[src/rtl/ram_arb_pkg.sv]
// ram_arb_pkg: shared FSM state encoding and RAM access-width codes for ram_arbiter.
`timescale 1ns/1ps
`default_nettype none

package ram_arb_pkg;

    typedef enum logic [1:0] {
        IDLE  = 2'd0,
        ISSUE = 2'd1,
        WAIT  = 2'd2,
        RESP  = 2'd3
    } state_t;

    localparam logic [1:0] WIDTH_B = 2'd0;
    localparam logic [1:0] WIDTH_H = 2'd1;
    localparam logic [1:0] WIDTH_W = 2'd3;

    localparam logic OWNER_M0 = 1'b0;
    localparam logic OWNER_M1 = 1'b1;

endpackage

`default_nettype wire

[src/rtl/ram_arb_grant.sv]
// ram_arb_grant: two-master winner select; fixed priority with starvation limit,
// or strict round-robin when RAM_ARB_RR_EN is defined.
`timescale 1ns/1ps
`default_nettype none

module ram_arb_grant
    import ram_arb_pkg::*;
#(
    parameter int STARVE_LIMIT = 4
) (
    input  logic clk,
    input  logic rst_n,
    input  logic i_arb_en,
    input  logic i_m0_req,
    input  logic i_m1_req,
    output logic o_gnt0,
    output logic o_gnt1
);

`ifdef RAM_ARB_RR_EN
    logic r_last;

    // The master granted most recently yields when both are asking.
    always_comb begin
        o_gnt0 = i_arb_en & i_m0_req & (~i_m1_req | (r_last == OWNER_M1));
        o_gnt1 = i_arb_en & i_m1_req & ~o_gnt0;
    end

    always_ff @(posedge clk) begin
        if (!rst_n) begin
            r_last <= OWNER_M1;
        end else if (o_gnt0 | o_gnt1) begin
            r_last <= o_gnt1;
        end
    end
`else
    localparam logic [3:0] c_limit = 4'(STARVE_LIMIT);

    logic [3:0] r_starve;
    logic       w_force;

    always_comb begin
        w_force = i_m1_req & (r_starve == c_limit);
        o_gnt1  = i_arb_en & i_m1_req & (~i_m0_req | w_force);
        o_gnt0  = i_arb_en & i_m0_req & ~o_gnt1;
    end

    // Counts M0 wins only while M1 is left waiting; cannot pass c_limit
    // because M1 takes the next grant once the limit is reached.
    always_ff @(posedge clk) begin
        if (!rst_n) begin
            r_starve <= 4'd0;
        end else if (o_gnt1) begin
            r_starve <= 4'd0;
        end else if (o_gnt0) begin
            r_starve <= i_m1_req ? r_starve + 4'd1 : 4'd0;
        end
    end
`endif

endmodule

`default_nettype wire

[src/rtl/ram_arbiter.sv]
// ram_arbiter: serialises two masters onto a single-port byte-lane RAM (IDLE/ISSUE/WAIT/RESP).
// Build option: define RAM_ARB_RR_EN for round-robin arbitration instead of fixed priority.
`timescale 1ns/1ps
`default_nettype none

module ram_arbiter
    import ram_arb_pkg::*;
#(
    parameter int AW           = 32,
    parameter int DW           = 32,
    parameter int STARVE_LIMIT = 4
) (
    input  logic          clk,
    input  logic          rst_n,
    input  logic          m0_req,
    input  logic [AW-1:0] m0_addr,
    input  logic          m0_we,
    input  logic [1:0]    m0_width,
    input  logic          m0_sign,
    input  logic [DW-1:0] m0_wdata,
    output logic          m0_ready,
    output logic          m0_rvalid,
    output logic [DW-1:0] m0_rdata,
    output logic          m0_err,
    input  logic          m1_req,
    input  logic [AW-1:0] m1_addr,
    input  logic          m1_we,
    input  logic [1:0]    m1_width,
    input  logic          m1_sign,
    input  logic [DW-1:0] m1_wdata,
    output logic          m1_ready,
    output logic          m1_rvalid,
    output logic [DW-1:0] m1_rdata,
    output logic          m1_err,
    output logic [AW-1:0] ram_addr,
    output logic          ram_wea,
    output logic [1:0]    ram_width,
    output logic          ram_sign,
    output logic [DW-1:0] ram_din,
    input  logic [DW-1:0] ram_dout,
    input  logic          ram_err
);

    state_t        r_state;
    state_t        w_next;
    logic          w_gnt0;
    logic          w_gnt1;
    logic          r_owner;
    logic [AW-1:0] r_addr;
    logic          r_we;
    logic [1:0]    r_width;
    logic          r_sign;
    logic [DW-1:0] r_wdata;
    logic [DW-1:0] r_rdata;
    logic          r_err;
    logic          w_resp;

    ram_arb_grant #(
        .STARVE_LIMIT (STARVE_LIMIT)
    ) u_grant (
        .clk      (clk),
        .rst_n    (rst_n),
        .i_arb_en (r_state == IDLE),
        .i_m0_req (m0_req),
        .i_m1_req (m1_req),
        .o_gnt0   (w_gnt0),
        .o_gnt1   (w_gnt1)
    );

    always_ff @(posedge clk) begin
        if (!rst_n) begin
            r_state <= IDLE;
        end else begin
            r_state <= w_next;
        end
    end

    always_comb begin
        w_next = r_state;
        case (r_state)
            IDLE:    if (w_gnt0 | w_gnt1) w_next = ISSUE;
            ISSUE:   w_next = r_we ? RESP : WAIT;
            WAIT:    w_next = RESP;
            RESP:    w_next = IDLE;
            default: w_next = IDLE;
        endcase
    end

    always_ff @(posedge clk) begin
        if (!rst_n) begin
            r_owner <= OWNER_M0;
            r_addr  <= '0;
            r_we    <= 1'b0;
            r_width <= 2'd0;
            r_sign  <= 1'b0;
            r_wdata <= '0;
            r_rdata <= '0;
            r_err   <= 1'b0;
        end else begin
            if (w_gnt0 | w_gnt1) begin
                r_owner <= w_gnt1;
                r_addr  <= w_gnt1 ? m1_addr  : m0_addr;
                r_we    <= w_gnt1 ? m1_we    : m0_we;
                r_width <= w_gnt1 ? m1_width : m0_width;
                r_sign  <= w_gnt1 ? m1_sign  : m0_sign;
                r_wdata <= w_gnt1 ? m1_wdata : m0_wdata;
                r_rdata <= '0;
                r_err   <= 1'b0;
            end
            if (r_state == ISSUE) begin
                r_err <= ram_err;
            end
            // RAM read data lands one cycle after the address was presented in ISSUE.
            if (r_state == WAIT) begin
                r_rdata <= ram_dout;
            end
        end
    end

    always_comb begin
        w_resp    = (r_state == RESP);
        m0_ready  = w_gnt0;
        m1_ready  = w_gnt1;
        m0_rvalid = w_resp & (r_owner == OWNER_M0);
        m1_rvalid = w_resp & (r_owner == OWNER_M1);
        m0_rdata  = m0_rvalid ? r_rdata : '0;
        m1_rdata  = m1_rvalid ? r_rdata : '0;
        m0_err    = m0_rvalid & r_err;
        m1_err    = m1_rvalid & r_err;
        ram_addr  = r_addr;
        ram_wea   = (r_state == ISSUE) & r_we;
        ram_width = r_width;
        ram_sign  = r_sign;
        ram_din   = r_wdata;
    end

endmodule

`default_nettype wire

[config.mk]
export PLATFORM = sky130hd
export DESIGN_NAME = ram_arbiter
export DESIGN_NICKNAME = d
export VERILOG_FILES = /design/src/rtl/ram_arb_pkg.sv /design/src/rtl/ram_arb_grant.sv /design/src/rtl/ram_arbiter.sv
export SDC_FILE = /design/constraint.sdc
export NUM_CORES = 1
export LEC_CHECK = 0
export BUFFER_PORTS_ARGS = -buffer_cell sky130_fd_sc_hd__clkbuf_2
export CORE_MARGIN = 5
export CORE_UTILIZATION = 42
export CTS_CLUSTER_DIAMETER = 50
export DETAILED_ROUTE_END_ITERATION = 8
export HOLD_SLACK_MARGIN = 0.08
export PLACE_DENSITY = 0.78
export SLEW_MARGIN = 20
export SYNTH_ARGS = -nofsm -noshare
export SYNTH_HDL_FRONTEND = slang
export SYNTH_SLANG_ARGS = --single-unit
[constraint.sdc]
create_clock -name clk -period 1.6 [get_ports clk]
set_input_delay 0.32 -clock clk [delete_from_list [all_inputs] [get_ports clk]]
set_output_delay 0.32 -clock clk [all_outputs]
set_load 0.02 [all_outputs]
==> results_tabular.tex <==
\begin{tabular}{lr}
\hline
Metric & Value \\
\hline
\multicolumn{2}{l}{\textbf{Setup path}} \\
\quad CP Cell Sequence & ha\_4, nor2b\_4, buf\_12, and2\_1, clkbuf\_4 \\
\quad Number of buffers and inverters on the critical path & 2 \\
\quad Category of cells accounting for the largest share of critical-path delay & flip-flops \\
\quad Crit Path Max Fanout & 34 \\
\quad Critical setup path kind & register to primary output \\
\quad Element type at the critical path end & primary output \\
\quad Critical path startpoint category & register \\
\quad Required time reported for the critical path endpoint & 1280 ps \\
\quad Signal arrival time at the worst endpoint & 1590 ps \\
\quad Largest stage delay, worst path & 380 ps \\
\quad Crit path max-delay cell type & sky130\_fd\_sc\_hd\_\_dfxtp\_4 \\
\multicolumn{2}{l}{\textbf{Floorplanning}} \\
\quad Die height & 130 um \\
\quad Placeable core region & 14400 um2 \\
\quad Initial core utilization & 42.3\% \\
\quad Die width & 130 um \\
\quad Number of top-level pins & 311 \\
\quad Number of rows in the core area & 44 \\
\quad Total die area & 17000 um2 \\
\multicolumn{2}{l}{\textbf{Yosys}} \\
\quad Net count of the mapped netlist & 934 \\
\quad Combinational family with the most area after synthesis & compound AO/OA/AOI/OAI gates \\
\quad Number of synthesized register bits & 108 \\
\quad Syn avg cell area & 8.05 um2 \\
\quad Multiplexer fraction of the synthesized cell area & 0.165\% \\
\quad Number of enable-type register cells in the synthesized netlist & 0 \\
\quad Yosys cell types & 37 \\
\quad Synth Area in Adders & 1.44\% \\
\quad Synthesized cell area & 6070 um2 \\
\quad Synthesized netlist cell count & 754 \\
\quad Yosys Warn Count & 0 \\
\quad Synth Area in Simple Gates & 26.5\% \\
\quad Complex-gate fraction of the synthesized area & 29.0\% \\
\quad Most instantiated flip-flop cell in the synthesis netlist & sky130\_fd\_sc\_hd\_\_dfxtp\_1 \\
\quad Sequential share of the synthesized area & 35.6\% \\
\quad Fraction of synthesized cell area in xor and xnor cells & 0\% \\
\quad Post-synth ARST share & 0\% \\
\multicolumn{2}{l}{\textbf{Route}} \\
\quad Overall via count from detail\_route & 7935 \\
\quad Via density per instance & 6.33 \\
\quad Number of iterations in the first detailed-routing pass & 5 \\
\quad Routed wirelength normalized by instance count & 22.0 um \\
\quad Drt initial violations & 534 \\
\quad Remaining antenna violation count after routing & 0 \\
\quad Number of remaining DRC errors & 0 \\
\quad Total wirelength of the detailed-routed design & 27600 um \\
\multicolumn{2}{l}{\textbf{Final layout}} \\
\quad Area growth from synthesis to layout & 65.6\% \\
\quad Number of standard cells in the final layout excluding fillers & 1254 \\
\quad Diode count & 0 \\
\quad Final core utilization & 70.0\% \\
\quad Number of nets in the final layout & 1245 \\
\quad Share of post-route cells with drive strength above 1 & 50.8\% \\
\multicolumn{2}{l}{\textbf{Power}} \\
\quad Power density relative to cell area & 1340 nW/um2 \\
\quad Total chip power & 13.4 mW \\
\quad Pleak & 4.09 nW \\
\quad Worst vdd rail ir drop & 0.919 mV \\
\multicolumn{2}{l}{\textbf{Timing}} \\
\quad RSZ-0062 raised after global routing & true \\
\quad Largest clock skew in the final design & 11.1 ps \\
\quad Ratio of final minimum period to clock period & 119\% \\
\quad Setup violation total in the final timing report & 138 \\
\quad Number of max-slew violations in the final report & 0 \\
\quad Final worst-path setup slack & -305 ps \\
\quad Shortest clock period the worst path allows after layout & 1910 ps \\
\quad Tightest Pin Transition & 464 ps \\
\quad Peak clock frequency supported by timing & 525 MHz \\
\quad Final hold violations & 0 \\
\quad Worst hold margin & 181 ps \\
\quad Max-slew headroom at the worst pin & 69.1\% \\
\multicolumn{2}{l}{\textbf{Status}} \\
\quad Result of the run & finished, violations left \\
\quad Violated checks & setup timing \\
\multicolumn{2}{l}{\textbf{Clock tree}} \\
\quad Clock latency on the worst-skew pair & 360 ps \\
\quad Number of buffers created by CTS & 9 \\
\quad Clock tree from TritonCTS & built \\
\quad Sinks on the clock net & 108 \\
\quad Root buffer cell & sky130\_fd\_sc\_hd\_\_clkbuf\_16 \\
\quad Number of buffers on the longest clock path & 2 \\
\quad Clk pin slew, worst setup/hold paths & 80 ps \\
\quad Hold buffers post-CTS & 0 \\
\quad Number of H-tree levels & 3 \\
\multicolumn{2}{l}{\textbf{GRT}} \\
\quad Number of global-route vias before repair & 7268 \\
\quad Maximum number of pins on one net before global-route repair & 65 \\
\quad Overall routing resource usage & 27.9\% \\
\quad Global-route wire length before repair & 37900 um \\
\quad Number of antenna violations at the first check in global routing & 0 \\
\quad Final global-route overflow total & 0 \\
\multicolumn{2}{l}{\textbf{Placement}} \\
\quad DP HPWL & 16000 um \\
\quad Final Wtd Congestion & 0.888 \\
\quad Number of cells in the design after placement & 1207 \\
\quad Number of buffer cells added on primary ports & 310 \\
\multicolumn{2}{l}{\textbf{Worst hold path}} \\
\quad Worst hold path class & primary input to register \\
\multicolumn{2}{l}{\textbf{Run}} \\
\quad Number of max-cap violations & 0 \\
\hline
\end{tabular}
[Yosys cell counts (all sizes together) (2+ instances only)]
cell     instances  area, um2
nor3           136        681
nor2             2       7.51
o22ai           68        425
a2111oi         68        747
clkbuf          52        195
nand2b           3       18.8
inv              5       18.8
and2            36        225
nand3b          34        255
a21oi           34        174
nor2b            2       12.5
nand2           38        145
buf             40        229
and3            33        206
nand3            3       15.0
o21a             2       15.0
dfxtp          108       2160
a211oi           4       30.0
ha               7       87.6
o21ai           70        350
[worst register-to-register path: stages (launching register included)]
cell and delay, ps:
sky130_fd_sc_hd__dfxtp_4 370, sky130_fd_sc_hd__inv_2 90, sky130_fd_sc_hd__ha_4 190, sky130_fd_sc_hd__buf_6 130, sky130_fd_sc_hd__o21a_4 170, sky130_fd_sc_hd__buf_4 120
sky130_fd_sc_hd__buf_4 110, sky130_fd_sc_hd__buf_12 120, sky130_fd_sc_hd__o21ai_0 70, sky130_fd_sc_hd__a2111oi_0 310
[metrics by stage]
stage / TNS (ps) / instance area, um2 / worst slack [ps]
5_1_grt: -34260 / 10100 / -358
4_1_cts: -22100 / 9360 / -301
6_report: -23550 / 10100 / -305
2_1_floorplan: -424 / 6180 / -33.0
3_5_place_dp: -3520 / 8170 / -140
3_3_place_gp: -858 / 8170 / -103
[sequential cells by signal (all words and copies together) (netlist names)]
signal,count
r_rdata,32
ram_addr,32
ram_din,32
u_grant.r_starve,4
r_state,2
ram_width,2
r_err,1
r_owner,1
r_we,1
ram_sign,1
[area by class of cell]
type / count / area, um2
Multi-Input combinational cell: 549 / 3980
Inverter: 5 / 18.8
Sequential cell: 108 / 2170
Tap cell: 184 / 230
Fill cell: 1073 / 4320
Clock inverter: 7 / 81.3
Clock buffer: 9 / 225
Timing Repair Buffer: 392 / 3340
[placed cells by master, fill, tap and decap left out, drive strengths merged]
| cell type | n |
|---|---|
| nor3 | 136 |
| nor4 | 1 |
| buf | 125 |
| nand3b | 34 |
| and3 | 33 |
| and2 | 36 |
| o21a | 2 |
| o22ai | 68 |
| or3 | 1 |
| mux2i | 1 |
| nand3 | 3 |
| ha | 7 |
| a21oi | 34 |
| inv | 9 |
| nand2 | 38 |
| a211oi | 4 |
| a311oi | 1 |
| bufbuf | 3 |
| nor3b | 1 |
| nand2b | 3 |
| dfxtp | 108 |
| bufinv | 1 |
| or3b | 1 |
| nand4 | 1 |
| a2111oi | 68 |
| nor2b | 2 |
| o21bai | 1 |
| o21ai | 70 |
| clkbuf | 273 |
| and3b | 1 |
| nor2 | 2 |
| clkinv | 2 |
[path summary, 6_finish.rpt]
| kind | start | endpoint | slack (ps) | cells past startpoint |
|---|---|---|---|---|
| worst max-delay path | r_state[1]$_SDFFE_PN0P_ | m0_rdata[0] | -310 | 5 |
| worst min-delay path | ram_dout[7] | r_rdata[7]$_SDFFE_PN0P_ | 180 | 3 |
| worst max register to register | r_state[1]$_SDFFE_PN0P_ | ram_addr[26]$_SDFFE_PN0P_ | -180 | 9 |
| worst min register to register | r_rdata[8]$_SDFFE_PN0P_ | r_rdata[8]$_SDFFE_PN0P_ | 510 | 2 |
[power by group]
part	leakage, nW	switching, mW	total [mW]	internal [mW]
Sequential	0.891	0.494	3.94	3.44
Clock	0.153	1.15	2.40	1.25
Combinational	3.05	4.15	7.10	2.94
[per-layer routing]
metal,up-vias,track usage [%],share of wire [%]
met5,-,0,0
li1,3518,-,-
met4,0,13.3,4.4
met3,102,5.89,9.8
met2,569,46.6,49
met1,3746,34.3,37
[cell families (layout without fill, tap and decap cells)]
| logic type | after synthesis | count (layout) |
|---|---|---|
| mux | 1 | 1 |
| flops | 108 | 108 |
| buf+inv | 97 | 413 |
| compound gates | 248 | 248 |
| simple gates | 293 | 293 |
| fa+ha+maj | 7 | 7 |
[timing repair]
action / CTS / global route
pin swaps: 10 / 9
setup buffers: 13 / 2
gates resized for setup: 143 / 185
endpoints found under the setup margin: 140 / 144
gates cloned: 7 / 9
Note: power is estimated with default switching activity, not from simulation.
